`src/rtl/rx_frame_pkg.sv`:
```
// Shared constants and state encoding for the receive frame path.
// The command decoder imports RX_FRAME_BYTES from here so both sides agree on frame length.
package rx_frame_pkg;

    localparam int unsigned RX_FRAME_BYTES    = 3;
    localparam int unsigned RX_TIMEOUT_CYCLES = 100000;

    typedef logic [1:0] rxState_t;

    localparam rxState_t IDLE    = 2'd0;
    localparam rxState_t COLLECT = 2'd1;
    localparam rxState_t HOLD    = 2'd2;

endpackage

```
`src/rtl/rx_edge_strobe.sv`:
```
// Rising-edge detector for the receiver done level.
// The history register resets to 1 so a level already high at reset release is not a byte.
module rx_edge_strobe (
    input  logic clk,
    input  logic rst,
    input  logic level,
    output logic strobe
);

    logic doneQ;

    // Remember the previous level; reset high to suppress a spurious edge.
    always_ff @(posedge clk) begin
        if (rst) begin
            doneQ <= 1'b1;
        end else begin
            doneQ <= level;
        end
    end

    assign strobe = level & ~doneQ;

endmodule

```
`src/rtl/rx_frame_controller.sv`:
```
// Collects received bytes into fixed-length frames and offers each frame over valid/ready.
// Partial frames are dropped after an inter-byte timeout; bytes arriving while a frame is
// pending are dropped and reported.
module rx_frame_controller
    import rx_frame_pkg::*;
#(
    parameter int unsigned FRAME_BYTES    = RX_FRAME_BYTES,
    parameter int unsigned TIMEOUT_CYCLES = RX_TIMEOUT_CYCLES
) (
    input  logic                     clk,
    input  logic                     rst,
    input  logic                     byte_done,
    input  logic [7:0]               byte_in,
    output logic [8*FRAME_BYTES-1:0] frame_out,
    output logic                     frame_valid,
    input  logic                     frame_ready,
    output logic                     timeout_err,
    output logic                     overflow_err,
    output logic                     busy
);

    localparam int unsigned TimerW = $clog2(TIMEOUT_CYCLES);
    localparam int unsigned CountW = $clog2(FRAME_BYTES + 1);
    localparam logic [TimerW-1:0] TimerLast = TimerW'(TIMEOUT_CYCLES - 1);
    localparam logic [CountW-1:0] CountLast = CountW'(FRAME_BYTES - 1);

    logic                     strobe;
    rxState_t                 stateQ, stateD;
    logic [CountW-1:0]        countQ, countD;
    logic [TimerW-1:0]        timerQ, timerD;
    logic [7:0]               slotQ    [FRAME_BYTES];
    logic [7:0]               slotNext [FRAME_BYTES];
    logic [8*FRAME_BYTES-1:0] frameD;
    logic                     writeEn;
    logic [CountW-1:0]        writeIdx;
    logic                     latchFrame;
    logic                     timeoutD;
    logic                     overflowD;

    rx_edge_strobe uEdge (
        .clk    (clk),
        .rst    (rst),
        .level  (byte_done),
        .strobe (strobe)
    );

    // Next-state logic: byte acceptance, inter-byte timer and pending-frame handshake.
    always_comb begin
        stateD     = stateQ;
        countD     = countQ;
        timerD     = timerQ;
        writeEn    = 1'b0;
        writeIdx   = '0;
        latchFrame = 1'b0;
        timeoutD   = 1'b0;
        overflowD  = 1'b0;
        case (stateQ)
            IDLE: begin
                timerD = '0;
                if (strobe) begin
                    writeEn = 1'b1;
                    countD  = CountW'(1);
                    stateD  = COLLECT;
                end
            end
            COLLECT: begin
                if (strobe) begin
                    // A byte on the timeout cycle still counts; it wins over the timeout.
                    writeEn  = 1'b1;
                    writeIdx = countQ;
                    countD   = countQ + CountW'(1);
                    timerD   = '0;
                    if (countQ == CountLast) begin
                        latchFrame = 1'b1;
                        countD     = '0;
                        stateD     = HOLD;
                    end
                end else if (timerQ == TimerLast) begin
                    countD   = '0;
                    timerD   = '0;
                    timeoutD = 1'b1;
                    stateD   = IDLE;
                end else begin
                    timerD = timerQ + TimerW'(1);
                end
            end
            HOLD: begin
                timerD = '0;
                if (frame_ready) begin
                    if (strobe) begin
                        // Byte on the handshake cycle starts the next frame.
                        writeEn = 1'b1;
                        countD  = CountW'(1);
                        stateD  = COLLECT;
                    end else begin
                        stateD = IDLE;
                    end
                end else if (strobe) begin
                    overflowD = 1'b1;
                end
            end
            default: begin
                stateD = IDLE;
                countD = '0;
                timerD = '0;
            end
        endcase
    end

    // Slot array with the incoming byte merged in, used both for storage and frame latch.
    always_comb begin
        for (int i = 0; i < FRAME_BYTES; i++) begin
            slotNext[i] = (writeEn && writeIdx == CountW'(i)) ? byte_in : slotQ[i];
        end
    end

    // First received byte lands in the most significant byte of the frame.
    for (genvar g = 0; g < FRAME_BYTES; g++) begin : gSlotMap
        assign frameD[8*(FRAME_BYTES-g)-1 -: 8] = slotNext[g];
    end

    // State, storage and registered outputs.
    always_ff @(posedge clk) begin
        if (rst) begin
            stateQ       <= IDLE;
            countQ       <= '0;
            timerQ       <= '0;
            frame_out    <= '0;
            frame_valid  <= 1'b0;
            timeout_err  <= 1'b0;
            overflow_err <= 1'b0;
            busy         <= 1'b0;
            for (int i = 0; i < FRAME_BYTES; i++) begin
                slotQ[i] <= '0;
            end
        end else begin
            stateQ       <= stateD;
            countQ       <= countD;
            timerQ       <= timerD;
            frame_valid  <= (stateD == HOLD);
            timeout_err  <= timeoutD;
            overflow_err <= overflowD;
            busy         <= (stateD != IDLE);
            if (latchFrame) begin
                frame_out <= frameD;
            end
            for (int i = 0; i < FRAME_BYTES; i++) begin
                slotQ[i] <= slotNext[i];
            end
        end
    end

endmodule

```
`config.mk`:
```
export PLATFORM = sky130hd
export DESIGN_NAME = rx_frame_controller
export DESIGN_NICKNAME = d
export VERILOG_FILES = /design/src/rtl/rx_frame_pkg.sv /design/src/rtl/rx_edge_strobe.sv /design/src/rtl/rx_frame_controller.sv
export SDC_FILE = /design/constraint.sdc
export NUM_CORES = 1
export LEC_CHECK = 0
export CAP_MARGIN = 40
export CORE_MARGIN = 10
export CORE_UTILIZATION = 45
export DETAILED_ROUTE_END_ITERATION = 16
export GPL_ROUTABILITY_DRIVEN = 0
export GPL_TIMING_DRIVEN = 0
export PLACE_DENSITY = 0.81
export REMOVE_ABC_BUFFERS = 1
export SETUP_SLACK_MARGIN = 0.5
export SLEW_MARGIN = 20
export SYNTH_ARGS = -nofsm -noshare
export SYNTH_HDL_FRONTEND = slang
export SYNTH_SLANG_ARGS = --single-unit
```
`constraint.sdc`:
```
create_clock -name clk -period 5 [get_ports clk]
set_input_delay 1.25 -clock clk [delete_from_list [all_inputs] [get_ports clk]]
set_output_delay 1.25 -clock clk [all_outputs]
set_load 0.01 [all_outputs]
```
After elaboration in Yosys (flattened, before gate mapping) --
Memory sizes are Yosys's and may differ from the RTL's. Index checks and enable logic that the tools add are counted. W data, S select, Z words.
Word-level totals: register bits 50, bits in writable memories 24, output and inout bits 28, memories kept 1, bits of input ports 12, logic and storage cells 70
Memories:
- slotQ | depth 3, bits a word 8, read ports 3, clocked after memory_dff 0, write ports 3, RTL line rx_frame_controller.sv:31 | logic [7:0] slotQ [FRAME_BYTES];
Operators by class: multiplexer cells 31, add/sub/neg operators 2, bitwise logic cells 7, reduce and logical (&&, ||, !) cells 11, equality and inequality tests 9
Operators by type and width (number):
- $mux W8 | 6
- $mux W2 | 12
- $add A17 B1 Y17 const B | 1
- $eq A17 B17 Y1 const B | 1
- $pmux W2 S3 | 2
- $mux W1 | 10
- $eq A2 B2 Y1 const B | 4
- $reduce_or A3 Y1 | 2
- $eq A2 B1 Y1 const B | 2
- $logic_not A2 Y1 | 2
- $reduce_or A4 Y1 | 1
- $logic_and A1 B1 Y1 | 3
- $ne A3 B3 Y1 const B | 1
- $not A1 Y1 | 3
- $or A1 B1 Y1 | 3
- $add A2 B1 Y2 const B | 1
- $ne A2 B2 Y1 const B | 1
- $pmux W1 S2 | 1
- $reduce_and A2 Y1 | 1
- $reduce_bool A2 Y1 | 1
- $reduce_or A2 Y1 | 1
- $and A1 B1 Y1 | 1

Logic depth before layout (Yosys ltp) --
Gate-level depths: netlist of run 1.
word-level depth 8, gate-level depth with buffers 7, mapped depth without buffers 5

Cells and area by module --
From an unflattened synthesis of run 1, not the netlist that was laid out.
Unflattened totals: cells, all modules 285, area total of the unflattened synthesis 2575.0 µm²
Modules (own cells, without submodules):
- rx_frame_controller | sequential area each 1301.2 µm², area each 2542.4 µm², cells each 282, instances 1
- rx_edge_strobe | sequential area each 20.0 µm², area each 32.5 µm², cells each 3, instances 1

Worst setup path before layout of run 1 --
OpenSTA, ideal clock, no wires.
path type input to register, start point input port byte_done, end point register frame_out[10], library setup time 0.070 ns, data arrival time 2.325 ns, slack 2.605 ns, required time 4.930 ns, path buffers 3, stages on the path 7, path through nor2b_1 clkbuf_1 and3_1 clkbuf_1 clkbuf_1 nand2_1 a21oi_1
Between the ends: cells in the longest elaborated chain, start to end 6, elaborated cells between the ends (all ways) 11, those cells by class 1 x eq/ne; 8 x mux; 1 x bitwise; 1 x reduce/logical
Ends and longest elaborated chain:
- start: declaration | RTL line rx_frame_controller.sv:12 | input logic byte_done,
- $and A1 B1 Y1 (*) | RTL line rx_edge_strobe.sv:21 | assign strobe = level & ~doneQ;
- $mux W1 or $mux W2 (tied branches) | RTL line rx_frame_controller.sv:60, rx_frame_controller.sv:67, rx_frame_controller.sv:90
- $mux W1 or $mux W2 (tied branches) | RTL line rx_frame_controller.sv:89, rx_frame_controller.sv:57
- $pmux W1 S2 or $eq A2 B1 Y1 (tied branches) | RTL line rx_frame_controller.sv:57, rx_frame_controller.sv:113
- $logic_and A1 B1 Y1 | RTL line rx_frame_controller.sv:113 | slotNext[i] = (writeEn && writeIdx == CountW'(i)) ? byte_in : slotQ[i];
- $mux W8 | RTL line rx_frame_controller.sv:113
- end signal: assignment | RTL line rx_frame_controller.sv:145 | frame_out <= frameD;
- end: declaration | RTL line rx_frame_controller.sv:14 | output logic [8*FRAME_BYTES-1:0] frame_out,
Every way passes the cells marked *; elsewhere a longest branch is shown, timed or not. A chain may end at the register's enable or synchronous reset.

==> qor.csv, run 1 <==
metric,value,unit
port_buffers,39,
initial_core_util,46.2,%
tightestPinTransition,671,ps
antenna_found_initial,0,
p_leak,1.06,nW
switching_power,0.213,mW
vias,2109,
dr.first_iter.drc_count,98,
syn_inst,297,
dp_hpwl,3.72,mm
cts_buffers,9,
wl_per_cell,13.1,um
post-route-period-util,62.4,%
die_w,95.0,um
rsz0062_at_grt,no,
gr-total-overflow,0,
cts_max_path_buffers,2,
finish.utilization,57.6,%
cp_data_required_time,5210,ps
ctsHoldBuffers,0,
synth-seq-cells,66,
grt_pass1_vias,2021,
synth_cell_type_count,33,
grt_max_degree,37,
setup_tns,0,ps
via_per_inst,5.13,
power,0.934,mW
cp-start-kind,primary input,
io_pins,40,
drtAntennaViolNets,0,
syn2layout_area_growth,24.6,%
power.density,296,mW/mm^2
slew_headroom,55.1,%
post_cts_resized,0,
power_frac_comb,3.5,%
swShare,22.8,%
clkSlewWorstSetupHoldPaths,70,ps
layout-drive-gt1-share,7.08,%
cts_tree,yes,
p_int,0.721,mW
clock_latency,330,ps
die_y,95.0,um
slew_viol_final,0,
cap_violations,0,
worst-setup-path-type,in -> reg,
row_count,27,
clockPowerShare,39.5,%
critPathArrivalTime,3330,ps
r2r_cells,5,
clock.fmax,0.321,GHz
hold_class,reg -> reg,
setup_violations,0,
coreArea,0.00547,sq mm
critPathMaxFanout,10,
cts.sinks,66,
fin_crit,3120,ps
seqPwrFrac,57.1,%
grtUsageTotal,12.4,%
hold_slack,448,ps
drt-total-wl,5.39,mm
grt_pass1_wl,9.01,mm
remaining_drc_errors,0,
final_common_cell,dfxtp_1,
skew,11.4,ps
status,finished clean,
first_pass_iters,4,
post-place-ws,1540,ps
netlist_area,0.00253,sq mm
cts_setup_buffers,0,
crit_path_end_kind,flip-flop,
report.final.hold_viol_count,0,
worst_slack,1880,ps
cts_root_buffer,clkbuf_8,
worst_ir_drop_vdd,187,uV
worstHoldPathCells,2,
yosysWarningCount,0,
design.die.area,0.00902,sq mm
final_nets,347,
layout_common_cells,"66 x dfxtp_1, 53 x nand2_1, 38 x clkdlybuf4s50_1, 37 x a21oi_1, 32 x nor2_1",
htreeDepth,3,
syn_avg_cell_area,8.52,sq um
yosysSeqAreaShare,52.2,%
insertedDiodeCount,0,
-- metal layers --
metal | global-route usage [%] | share of wire, % | vias to the layer above
li1 | - | - | 1081
met1 | 13.6 | 44 | 969
met2 | 20.6 | 47 | 55
met3 | 5.47 | 8.2 | 4
met4 | 5.11 | 0.69 | 0
met5 | 0 | 0 | -
-- power groups by stage --
stage / Sequential [mW] / Combinational [mW] / Clock (mW)
after floorplan: 0.544 / 0.0100 / 0
after global placement: 0.545 / 0.0299 / 0
after detailed placement: 0.545 / 0.0323 / 0
after CTS: 0.533 / 0.0324 / 0.382
after global routing: 0.533 / 0.0353 / 0.401
final: 0.533 / 0.0323 / 0.368
-- kinds of logic (layout without fill, tap and decap cells) --
kind of cell               count (synthesis)  after routing  share of synthesized area [%]
AOI/OAI and AO/OA                         56             56                           12.6
xor gates and xnor gates                  15             15                           5.19
adders and majority gates                  1              1                          0.494
buffers and inverters                     24             66                           3.91
DFF                                       66             66                           52.2
muxes                                      8              8                           3.17
and+or+nand+nor                          127            127                           22.5
-- critical path, stage by stage --
cell	delay, ps
clkdlybuf4s50_1	490
nor2b_1	380
buf_4	250
nand4_1	550
mux2i_1	350
nor2_1	50
-- flip-flops by register name, indices dropped and copies added (netlist names) --
register,flops
frame_out,24
slotQ,16
frame_valid,1
uEdge.doneQ,1
timeout_err,1
timerQ,17
stateQ,2
busy,1
overflow_err,1
countQ,2
-- cell type report --
type / count / area [sq um]
well taps: 72 / 90.1
inverters: 6 / 22.5
repair buffers: 44 / 448
flip-flops and latches: 66 / 1320
clock buffers: 10 / 128
multi-input cells: 207 / 1110
clock inverters: 6 / 33.8
fillers: 505 / 2320
-- synth_stat cells --
library cell | instances | area, sq um
a21oi_1 | 37 | 185
a31oi_1 | 1 | 6.26
and2_1 | 1 | 6.26
and3_1 | 1 | 6.26
buf_2 | 1 | 5.00
buf_6 | 1 | 11.3
clkbuf_1 | 16 | 60.1
dfxtp_1 | 66 | 1320
ha_1 | 1 | 12.5
inv_1 | 6 | 22.5
mux2i_1 | 8 | 80.1
nand2_1 | 53 | 199
nand2b_1 | 1 | 6.26
nand3_1 | 15 | 75.1
nand4_1 | 5 | 31.3
nor2_1 | 32 | 120
nor2b_1 | 4 | 25.0
nor3_1 | 4 | 20.0
nor4_1 | 7 | 43.8
nor4bb_1 | 1 | 10.0
o2111ai_1 | 1 | 8.76
o21ai_0 | 10 | 50.1
o21ai_4 | 1 | 16.3
o31a_1 | 1 | 8.76
o31ai_1 | 2 | 15.0
o32a_1 | 1 | 10.0
o32ai_1 | 1 | 8.76
o41ai_1 | 1 | 8.76
or2_2 | 1 | 6.26
or4_1 | 1 | 7.51
or4_4 | 1 | 11.3
xnor2_1 | 14 | 123
xor2_1 | 1 | 8.76
-- worst paths after layout --
| check | to | startpoint | slack (ps) |
|---|---|---|---|
| setup / recovery | slotQ[0][14]$_SDFF_PP0_ | byte_done | 1880 |
| hold / removal | frame_out[22]$_SDFFE_PP0P_ | slotQ[0][6]$_SDFF_PP0_ | 450 |
| setup reg to reg | stateQ[0]$_SDFF_PP0_ | timerQ[0]$_SDFF_PP0_ | 2870 |
| hold reg to reg | frame_out[22]$_SDFFE_PP0P_ | slotQ[0][6]$_SDFF_PP0_ | 450 |
-- through the flow --
step | area, sq um | cells
2_1_floorplan | 2450 | 279
3_3_place_gp | 2930 | 390
3_5_place_dp | 2990 | 395
4_1_cts | 3150 | 411
5_1_grt | 3150 | 411
6_report | 3150 | 411
Power figures use the tool's default switching activity.
==> inputs of run 2 (changes only) <==
clock period = 3.2 ns   (was 5 ns; I/O delays follow)
==> run 2 against run 1 <==
Register-to-register slack worse by 1800 ps; worst setup slack worse by 1100 ps; clock power is 56% higher; routed wire length is 0.15% lower; die area stayed put; largest power group unchanged.
==> qor.csv, run 2 (synthesized netlist as in run 1, its figures left out) <==
metric,value,unit
cts_setup_buffers,0,
cts_buffers,9,
worst_ir_drop_vdd,293,uV
place_area,0.00299,sq mm
post-place-ws,189,ps
setup_violations,0,
seq_area,0.00132,sq mm
crit_family,buffers and inverters,
slew_viol_final,0,
clock_latency,330,ps
design.die.area,0.00902,sq mm
hold_class,reg -> reg,
cts.sinks,66,
wl_met3,421,um
m1WireLength,2.36,mm
slowest_delay,490,ps
die_y,95.0,um
gr-total-overflow,0,
largest_reg_flops,24,
grt_pass1_wl,9.01,mm
critPathMaxFanout,19,
tightestPinTransition,545,ps
cp_data_required_time,3410,ps
clkSlewWorstSetupHoldPaths,70,ps
finalNonFillerCells,412,
dp_hpwl,3.72,mm
wl_met2,2.56,mm
cts_max_path_buffers,2,
final_common_cell,dfxtp_1,
layout_common_cells,"66 x dfxtp_1, 53 x nand2_1, 38 x clkdlybuf4s50_1, 37 x a21oi_1, 32 x nor2_1",
rsz0062_at_grt,no,
port_buffers,39,
remaining_drc_errors,0,
wl_per_cell,13.1,um
ctsHoldBuffers,0,
antenna_found_initial,0,
report.final.hold_viol_count,0,
post_cts_resized,0,
worst_slack,751,ps
status,finished clean,
slowest_stage,clkdlybuf4s50_1,
via_per_inst,5.10,
die_w,95.0,um
final_nets,348,
grt_max_degree,37,
cp-start-kind,primary input,
row_count,27,
io_pins,40,
p_leak,1.06,nW
crit_path_end_kind,flip-flop,
dp_cells,395,
cap_violations,0,
finish.utilization,57.8,%
grtUsageTotal,12.4,%
drt-total-wl,5.38,mm
coreArea,0.00547,sq mm
insertedDiodeCount,0,
nFillCells,505,
vias,2100,
worst-setup-path-type,in -> reg,
top_layer_used,met4,
htreeDepth,3,
regMostFlops,frame_out,
hold_slack,449,ps
top_regs,"frame_out: 24 flops, timerQ: 17 flops, slotQ: 16 flops",
critPathArrivalTime,2660,ps
first_pass_iters,4,
dr.first_iter.drc_count,82,
clock.fmax,0.408,GHz
initial_core_util,46.2,%
crit_chain,"clkdlybuf4s50_1, nor2b_1, buf_4, nand3_1, buf_8, nand2_1, a21oi_1",
path_buf_inv,3,
power.density,462,mW/mm^2
cts_root_buffer,clkbuf_8,
grt_pass1_vias,2021,
cts_tree,yes,
drtAntennaViolNets,0,
syn2layout_area_growth,24.9,%
final_cell_area,0.00316,sq mm
layout-drive-gt1-share,7.35,%
skew,11.0,ps
slew_headroom,63.3,%
fin_crit,2450,ps
multi_input_area,0.00111,sq mm
post-route-period-util,76.5,%
## run 2: cell count changes in the layout (fill, tap and decap cells not counted), sizes merged
cell	delta
buf	+1
## run 2: layout make-up
type	instances	area share (%)
Clock buffer	10	4.04
Clock inverter	6	1.07
Inverter	6	0.713
Multi-Input combinational cell	207	35.1
Sequential cell	66	41.8
Tap cell	72	2.85
Timing Repair Buffer	45	14.4
## run 2: path summary, 6_finish.rpt
kind,from,end,slack (ps),cells after the start
min reg2reg,slotQ[0][6]$_SDFF_PP0_,frame_out[22]$_SDFFE_PP0P_,450,2
max,byte_done,frame_out[4]$_SDFFE_PP0P_,750,7
min,slotQ[0][6]$_SDFF_PP0_,frame_out[22]$_SDFFE_PP0P_,450,2
max reg2reg,timerQ[0]$_SDFF_PP0_,stateQ[0]$_SDFF_PP0_,1070,5
## run 2: metal layers
layer  track usage (%)  up-vias
li1                  -     1083
met1              13.6      966
met2              20.6       47
met3              5.47        4
met4              5.11        0
met5                 0        -
## run 2: worst reg2reg max path: cells and delay by family, from the launching register on
family | cells | cell delay, ps
AO/OA/AOI/OAI | 2 | 550
adder cells (fa/ha/maj) | 1 | 200
flip-flops | 1 | 370
AND/OR/NAND/NOR | 2 | 880
## run 2: stage by stage
stage          TNS, ps  total power, mW
2_1_floorplan        0            0.866
3_3_place_gp    -17630            0.898
3_5_place_dp         0            0.902
4_1_cts              0             1.48
5_1_grt              0             1.51
6_report             0             1.46
## run 2: power by group
group          total [mW]  switching, mW  internal, mW
Clock               0.575          0.300         0.275
Combinational      0.0505         0.0276        0.0229
Sequential          0.833        0.00495         0.828
==> inputs of run 3 (changes only) <==
PLACE_DENSITY = 0.83   (was 0.81)
clock period = 2.2 ns   (was 3.2 ns; I/O delays follow)
==> run 3 against run 2 <==
Global-route usage up 1.2 points; non-clock buffer count up 7; die area unchanged; routed wire length up 14%; critical path depth down 2; clock-buffer cell count up 3; utilization up 3.5 points; combinational power up 70%; via count up 5.4%; highest routed layer unchanged.
==> qor.csv, run 3 (synthesized netlist as in run 1, its figures left out) <==
metric,value,unit
slew_headroom,66.7,%
min_to,frame_out[7]$_SDFFE_PP0P_,
die_y,95.0,um
cap_violations,0,
largest_reg_flops,24,
cts.sinks,66,
port_buffers,39,
remaining_drc_errors,0,
grtUsageTotal,13.6,%
cts_root_buffer,clkbuf_8,
worst_ir_drop_vdd,451,uV
cts_buffers,9,
tightestPinTransition,497,ps
worst_slack,378,ps
grt_pass1_vias,2124,
drt-total-wl,6.12,mm
cp_data_required_time,2430,ps
coreArea,0.00547,sq mm
final_common_cell,dfxtp_1,
design.die.area,0.00902,sq mm
io_pins,40,
antenna_found_initial,0,
grt_max_degree,26,
place_area,0.00298,sq mm
critPathMaxFanout,17,
r2r_cells,5,
syn2layout_area_growth,32.4,%
insertedDiodeCount,0,
p_leak,1.28,nW
grt_pass1_wl,9.79,mm
slowest_delay,500,ps
r2r_end,timerQ[5]$_SDFF_PP0_,
gr-total-overflow,0,
power.density,700,mW/mm^2
initial_core_util,46.2,%
layout-drive-gt1-share,12.1,%
hold_class,reg -> reg,
dr.first_iter.drc_count,147,
via_per_inst,5.28,
clock_latency,340,ps
slowest_stage,or4_1,
top_regs,"frame_out: 24 flops, timerQ: 17 flops, slotQ: 16 flops",
slew_viol_final,0,
htreeDepth,3,
layout_common_cells,"65 x dfxtp_1, 53 x nand2_1, 37 x a21oi_1, 32 x nor2_1, 28 x dlygate4sd2_1",
cts_tree,yes,
rsz0062_at_grt,yes,
crit_chain,"or4_1, or4_4, o21ai_4, buf_12, nor2_1",
row_count,27,
worst-setup-path-type,reg -> reg,
clkSlewWorstSetupHoldPaths,70,ps
hold_slack,452,ps
skew,6.11,ps
setup_tns,0,ps
vias,2213,
dp_hpwl,3.80,mm
final_cell_area,0.00335,sq mm
wl_per_cell,14.6,um
cts_max_path_buffers,2,
path_buf_inv,1,
regMostFlops,frame_out,
cp-start-kind,flip-flop,
drtAntennaViolNets,0,
hp-start,frame_out[7]$_SDFFE_PP0P_,
report.final.hold_viol_count,0,
die_w,95.0,um
clock.fmax,0.549,GHz
fin_crit,1820,ps
first_pass_iters,4,
power,2.34,mW
final_nets,356,
r2r-start,timerQ[8]$_SDFF_PP0_,
rrSetupSlack,380,ps
worstHoldPathCells,2,
post-route-period-util,82.8,%
critPathArrivalTime,2050,ps
crit_path_end_kind,flip-flop,
crit_family,simple AND/OR/NAND/NOR gates,
status,finished clean,
setup_violations,0,
post-place-ws,-687,ps
## run 3: cell types whose count changed in the layout (fill, tap and decap cells not counted), sizes merged
cell,before,now
clkinv,6,1
and3,1,2
clkdlybuf4s50,38,10
dlygate4sd2,0,28
clkbuf,10,14
bufinv,0,1
buf,7,13
## run 3: final cells by class
class	instances	area (sq um)
flip-flops and latches	66	1330
repair buffers	52	529
well taps	72	90.1
multi-input cells	208	1180
fillers	477	2120
clock buffers	13	169
clock inverters	2	35.0
inverters	6	22.5
## run 3: stage by stage
| stage | std cells | util, % |
|---|---|---|
| after CTS | 415 | 59.6 |
| after global routing | 419 | 61.2 |
| after global placement | 390 | 53.6 |
| final | 419 | 61.2 |
| after floorplan | 279 | - |
| after detailed placement | 394 | 54.5 |
## run 3: timing repair
item / 4_1_cts / 5_1_grt
setup endpoints to repair: 85 / 62
pin swaps: 2 / 1
cloned: 1 / 2
hold buffers: 0 / 0
buffers inserted: 5 / 2
gates resized for setup: 40 / 8
endpoints found under the hold margin: 0 / 0
## run 3: worst max-delay path by stage
stage	start	end	slack, ps	cells after the start
4_1_cts	timerQ[8]$_SDFF_PP0_	timerQ[5]$_SDFF_PP0_	350	5
6_report	timerQ[8]$_SDFF_PP0_	timerQ[5]$_SDFF_PP0_	380	5
2_1_floorplan	byte_done	frame_out[0]$_SDFFE_PP0P_	80	4
3_3_place_gp	byte_done	frame_out[18]$_SDFFE_PP0P_	-1160	5
5_1_grt	timerQ[8]$_SDFF_PP0_	timerQ[16]$_SDFF_PP0_	310	5
3_5_place_dp	byte_done	slotQ[0][15]$_SDFF_PP0_	-690	6
## run 3: layer usage
| metal | routed length, um | global-route usage (%) |
|---|---|---|
| met1 | 2450 | 14.5 |
| met2 | 3080 | 23.5 |
| met3 | 486 | 6.11 |
| met4 | 106 | 4.86 |
| met5 | 0 | 0 |
## run 3: tightest hold or removal path: cells and delay by family (launching register included)
family | cells | cell delay, ps
AOI/OAI and AO/OA | 1 | 50
DFF | 1 | 310
and+or+nand+nor | 1 | 50
## run 3: where the power goes
group	leakage, nW	total [mW]	internal [mW]	switching, mW
combinational	0.643	0.0858	0.0403	0.0455
clock	0.106	1.05	0.609	0.438
sequential	0.533	1.21	1.20	0.00855
total	1.28	2.34	1.85	0.492
